<file path="src/rtl/ppu_write_arbiter.sv">
// ppu_write_arbiter
// Merges the per-core pixel write streams of the PPU array into one
// framebuffer write port. Each core feeds a small FIFO (cores have no
// backpressure). A round-robin scheduler drains the FIFOs into a single
// registered ready/valid output stage.
//
// Ports:
//   clk, reset_n        clock, asynchronous active-low reset
//   in_valid/addr/data  per-core write streams, flattened core-major
//                       (core i occupies slice [i*W +: W])
//   mem_valid/ready     output handshake
//   mem_addr/data/src   output beat: address, colour, originating core
//   idle                all FIFOs empty and no beat presented
//   overflow            sticky per-core drop flags
//   clear_overflow      synchronous clear of overflow (a same-cycle drop wins)
module ppu_write_arbiter #(
  parameter int CORES_COUNT   = 10,
  parameter int COLOR_WIDTH   = 16,
  parameter int BUFFER_ADDR_W = 32,
  parameter int FIFO_DEPTH    = 4,
  parameter int SRC_W         = $clog2(CORES_COUNT)
) (
  input  logic                               clk,
  input  logic                               reset_n,
  input  logic [CORES_COUNT-1:0]             in_valid,
  input  logic [CORES_COUNT*BUFFER_ADDR_W-1:0] in_addr,
  input  logic [CORES_COUNT*COLOR_WIDTH-1:0] in_data,
  output logic                               mem_valid,
  input  logic                               mem_ready,
  output logic [BUFFER_ADDR_W-1:0]           mem_addr,
  output logic [COLOR_WIDTH-1:0]             mem_data,
  output logic [SRC_W-1:0]                   mem_src,
  output logic                               idle,
  output logic [CORES_COUNT-1:0]             overflow,
  input  logic                               clear_overflow
);

  localparam int PTR_W   = $clog2(FIFO_DEPTH);
  localparam int CNT_W   = $clog2(FIFO_DEPTH + 1);
  localparam int ENTRY_W = BUFFER_ADDR_W + COLOR_WIDTH;
  localparam logic [CNT_W-1:0] DEPTH_CNT = CNT_W'(FIFO_DEPTH);
  localparam logic [SRC_W:0]   CORES_EXT = (SRC_W+1)'(CORES_COUNT);
  localparam logic [SRC_W-1:0] LAST_IDX  = SRC_W'(CORES_COUNT - 1);

  logic [CORES_COUNT-1:0] nonempty;
  logic [CORES_COUNT-1:0] pop;
  logic [CORES_COUNT-1:0] drop;
  logic [ENTRY_W-1:0]     head_entry [CORES_COUNT];

  logic                     load_en;
  logic                     grant_valid;
  logic [SRC_W-1:0]         grant_idx;
  logic [SRC_W:0]           cand;
  logic [ENTRY_W-1:0]       grant_entry;

  logic                     mem_valid_reg;
  logic [BUFFER_ADDR_W-1:0] mem_addr_reg;
  logic [COLOR_WIDTH-1:0]   mem_data_reg;
  logic [SRC_W-1:0]         mem_src_reg;
  logic [SRC_W-1:0]         rr_ptr_reg;
  logic [CORES_COUNT-1:0]   overflow_reg;

  // Output stage can take a new beat when empty or when its beat leaves now.
  assign load_en = !mem_valid_reg || mem_ready;

  // ---------------------------------------------------------------------
  // Per-core FIFOs
  // ---------------------------------------------------------------------
  for (genvar gi = 0; gi < CORES_COUNT; gi++) begin : g_core
    logic [ENTRY_W-1:0] fifo_mem [FIFO_DEPTH];
    logic [PTR_W-1:0]   wr_ptr_reg;
    logic [PTR_W-1:0]   rd_ptr_reg;
    logic [CNT_W-1:0]   count_reg;
    logic               push;

    // A full FIFO still accepts when its head leaves in the same cycle.
    assign push     = in_valid[gi] && ((count_reg != DEPTH_CNT) || pop[gi]);
    assign drop[gi] = in_valid[gi] && !push;
    assign pop[gi]  = load_en && grant_valid && (grant_idx == SRC_W'(gi));
    assign nonempty[gi]   = (count_reg != '0);
    assign head_entry[gi] = fifo_mem[rd_ptr_reg];

    always_ff @(posedge clk or negedge reset_n) begin
      if (!reset_n) begin
        wr_ptr_reg <= '0;
        rd_ptr_reg <= '0;
        count_reg  <= '0;
      end else begin
        if (push) wr_ptr_reg <= wr_ptr_reg + 1'b1;
        if (pop[gi]) rd_ptr_reg <= rd_ptr_reg + 1'b1;
        case ({push, pop[gi]})
          2'b10:   count_reg <= count_reg + 1'b1;
          2'b01:   count_reg <= count_reg - 1'b1;
          default: count_reg <= count_reg;
        endcase
      end
    end

    // Storage needs no reset: count_reg alone defines which entries are live.
    always_ff @(posedge clk) begin
      if (push) begin
        fifo_mem[wr_ptr_reg] <= {in_addr[gi*BUFFER_ADDR_W +: BUFFER_ADDR_W],
                                 in_data[gi*COLOR_WIDTH +: COLOR_WIDTH]};
      end
    end
  end

  // ---------------------------------------------------------------------
  // Round-robin search starting at rr_ptr, wrapping circularly
  // ---------------------------------------------------------------------
  always_comb begin
    grant_valid = 1'b0;
    grant_idx   = '0;
    cand        = '0;
    for (int k = 0; k < CORES_COUNT; k++) begin
      cand = {1'b0, rr_ptr_reg} + (SRC_W+1)'(k);
      if (cand >= CORES_EXT) cand = cand - CORES_EXT;
      if (!grant_valid && nonempty[cand[SRC_W-1:0]]) begin
        grant_valid = 1'b1;
        grant_idx   = cand[SRC_W-1:0];
      end
    end
  end

  assign grant_entry = head_entry[grant_idx];

  // ---------------------------------------------------------------------
  // Output register and scheduler pointer
  // ---------------------------------------------------------------------
  always_ff @(posedge clk or negedge reset_n) begin
    if (!reset_n) begin
      mem_valid_reg <= 1'b0;
      mem_addr_reg  <= '0;
      mem_data_reg  <= '0;
      mem_src_reg   <= '0;
      rr_ptr_reg    <= '0;
    end else if (load_en) begin
      if (grant_valid) begin
        mem_valid_reg <= 1'b1;
        mem_addr_reg  <= grant_entry[ENTRY_W-1:COLOR_WIDTH];
        mem_data_reg  <= grant_entry[COLOR_WIDTH-1:0];
        mem_src_reg   <= grant_idx;
        rr_ptr_reg    <= (grant_idx == LAST_IDX) ? '0 : grant_idx + 1'b1;
      end else begin
        // Nothing queued: retire the beat, keep payload and pointer as-is.
        mem_valid_reg <= 1'b0;
      end
    end
  end

  // Drop in the same cycle as a clear leaves that bit set.
  always_ff @(posedge clk or negedge reset_n) begin
    if (!reset_n) begin
      overflow_reg <= '0;
    end else if (clear_overflow) begin
      overflow_reg <= drop;
    end else begin
      overflow_reg <= overflow_reg | drop;
    end
  end

  assign mem_valid = mem_valid_reg;
  assign mem_addr  = mem_addr_reg;
  assign mem_data  = mem_data_reg;
  assign mem_src   = mem_src_reg;
  assign overflow  = overflow_reg;
  assign idle      = !(|nonempty) && !mem_valid_reg;

endmodule

</file>
<file path="config.mk">
export PLATFORM = sky130hd
export DESIGN_NAME = ppu_write_arbiter
export DESIGN_NICKNAME = d
export VERILOG_FILES = /design/src/rtl/ppu_write_arbiter.sv
export SDC_FILE = /design/constraint.sdc
export NUM_CORES = 2
export LEC_CHECK = 0
export BUFFER_PORTS_ARGS = -buffer_cell sky130_fd_sc_hd__buf_2
export CORE_MARGIN = 4
export CORE_UTILIZATION = 55
export CTS_CLUSTER_SIZE = 12
export DETAILED_ROUTE_END_ITERATION = 6
export PLACE_DENSITY_LB_ADDON = 0.3
export SYNTH_ARGS = -nofsm -noshare
export SYNTH_HDL_FRONTEND = slang
export SYNTH_SLANG_ARGS = --single-unit
</file>
<file path="constraint.sdc">
create_clock -name clk -period 11.1 [get_ports clk]
set_input_delay 1.11 -clock clk [delete_from_list [all_inputs] [get_ports clk]]
set_output_delay 1.11 -clock clk [all_outputs]
set_load 0.02 [all_outputs]
</file>
==> flow_summary.toml <==
[timing]
max_slew.worst_pin.slew_ps = 1240
maxSlewViolCount = 0
period_share_pct = 74.8
fmax_ghz = 0.120
setup_ws_ps = 2800
rsz0062_at_grt = "no"
worst_clock_skew_ps = 49.2
fin_crit_ps = 8300
final.setup.tns_ps = 0
setup_violations = 0
slew_headroom_pct = 17.2
hold_viol = 0

[floorplan]
row_count = 142
die_h_microns = 397
die_x_microns = 397
start_util_pct = 55.4
core_area_sq_mm = 0.150
pin_count = 558
die_area_sq_mm = 0.157

[synthesis]
syn_area_sq_mm = 0.0831
synth_cells = 4095
synth_top_family_by_area = "multiplexers"
syn_area_per_cell_sq_um = 20.3
synth_common_cells = "edfxtp_1 (1920), mux4_2 (479), mux2_2 (174), clkbuf_1 (139), dfrtp_1 (137)"
synth-async-reset-ratio_pct = 6.66
synth_xor_area_share_pct = 0.589
synth.distinct_cells = 115
syn_nets = 4663
yosysWarnings = 0
synthTopCellsByArea = "edfxtp_1 (69%), mux4_2 (13%), dfrtp_1 (4.1%)"
yosys.area_share.simple_pct = 2.80
synth_seq_cells = 2057
synth_compound_area_share_pct = 3.87
synthAdderAreaFrac_pct = 1.21
synth_top_area_share_pct = 69.4
synth_edf_count = 1920
synth_mux_area_share_pct = 16.6
yosysSeqAreaShare_pct = 73.5
synthMostInstantiatedCell = "edfxtp_1"
synthFlopType = "edfxtp_1"
yosysTopAreaCell = "edfxtp_1"

[routing]
drt_iter0_markers = 5183
drc = 7
routed_via_density = 6.28
wl_per_cell_microns = 32.3
ant_nets = 0
wl_microns = 225000
dr.pass1.iters = 7
vias = 43672

[grt]
grt_overflow = 0
grt_max_degree = 114
grt_pass1_wl_microns = 318000
antenna_found_initial = 161
track_usage_pct = 28.6
first_global_vias = 43165

[clocking]
htreeDepth = 4
cts_made_buffers = 202
insertion_delay_ps = 820
hold_buffers = 0
cts.sinks = 2057
cts-root-buf = "clkbuf_16"
cts_resized = 0
clockBufferDepth = 3
post_cts_buffers = 0
cts_tree = "built"
cts.clk_slew.worst_paths_ps = 60

[run_status]
violations = "design-rule violations"
status = "finished with violations"

[worst_setup_path]
cp.required_ps = 11580
endpoint_kind = "flop"
start_kind = "flop"
crit_type = "reg2reg"
path_max_fanout = 34
critPathArrivalTime_ps = 8780
rr_worst_depth = 19

[place]
io_buffers = 557
hpwlAfterDp_microns = 156000
routabilityCongestion = 0.900
post_dp_cell_area_sq_mm = 0.0884
place_ws_ps = 2860

[finish]
fin_area_sq_mm = 0.0944
fillers = 10318
largest_register_ff_count = 1920
finalNetCount = 5307
area_growth_pct = 13.5
drive_above_1_share_pct = 34.0

[flow_run]
cap_violations = 0

[worst_hold_path]
min_path_type = "in2async"
## cells in the final DEF, fill, tap and decap left out, drive strengths merged, types with 11 or more instances in the layout
cell type,count
o21ai,69
a21oi,98
diode,68
buf,643
a221oi,33
mux2i,96
a211oi,17
fa,11
xnor2,42
ha,63
nand2b,19
a31oi,33
nor2,104
mux4,479
nor4,12
mux2,181
nor3,34
a21o,13
a22oi,16
inv,83
edfxtp,1920
nand3,51
dfrtp,137
and2,52
o21a,13
nand2,97
clkbuf,289
o2bb2ai,12
a222oi,21
o211ai,22
clkinv,39
## cell families (layout without fill, tap and decap cells)
kind of cell    after synthesis  after routing
flops                      2057           2057
mux                         756            756
compound gates              438            438
simple gates                436            436
buf+inv                     282           1055
fa+ha+maj                    74             74
xor+xnor                     52             52
other cells                   0             68
## through the flow
stage          instances  utilization [%]  hold slack (ps)
6_report            6952             62.9              366
3_3_place_gp        6551             58.9              457
4_1_cts             6884             62.8              347
3_5_place_dp        6551             58.9              457
5_1_grt             6900             62.8              384
2_1_floorplan       4095                -              460
## per-layer routing
layer	share of wire, %	wire length (microns)	global-route usage (%)
met5	0.25	551	0
met4	3.9	8860	9.65
met3	12	26800	10.4
met2	47	106000	44.0
met1	37	82500	38.4
## critical path, cell delays in order, from the launching register on
cell and delay, ps:
dfrtp_1 320, buf_4 290, inv_1 290, ha_1 670, clkinv_1 460, ha_1 390
inv_1 90, o21ai_0 110, o221ai_2 350, mux2_2 410, o2bb2ai_1 210, nor4_2 430
a2111oi_0 180, a211oi_1 450, nand2b_2 800, nand3_1 490, or3_4 550, a31oi_4 260
and2_2 770, buf_4 410
## cell type report
| class | instances | area, sq um | share of cell area, % |
|---|---|---|---|
| Inverter | 79 | 297 | 0.314 |
| Clock buffer | 289 | 5500 | 5.83 |
| Clock inverter | 44 | 322 | 0.341 |
| Antenna cell | 68 | 170 | 0.180 |
| Sequential cell | 2057 | 61100 | 64.8 |
| Multi-Input combinational cell | 1756 | 21000 | 22.2 |
| Tap cell | 2016 | 2520 | 2.67 |
| Timing Repair Buffer | 643 | 3450 | 3.66 |
## worst paths after layout
| check | from | endpoint | slack (ps) |
|---|---|---|---|
| hold / removal | reset_n | overflow[2] | 370 |
| setup / recovery | rr_ptr_reg[1] | g_core[0].fifo_mem[0][41] | 2800 |
| setup reg to reg | rr_ptr_reg[1] | g_core[0].fifo_mem[0][41] | 2800 |
| min in group clk | g_core[2].rd_ptr_reg[1] | g_core[2].rd_ptr_reg[1] | 470 |
| max in group asynchronous | reset_n | g_core[0].rd_ptr_reg[0] | 9090 |
| hold reg to reg | g_core[2].rd_ptr_reg[1] | g_core[2].rd_ptr_reg[1] | 470 |
Power is not shown: default switching activity piles up to over one toggle a cycle in this logic, so the estimate is an artifact.
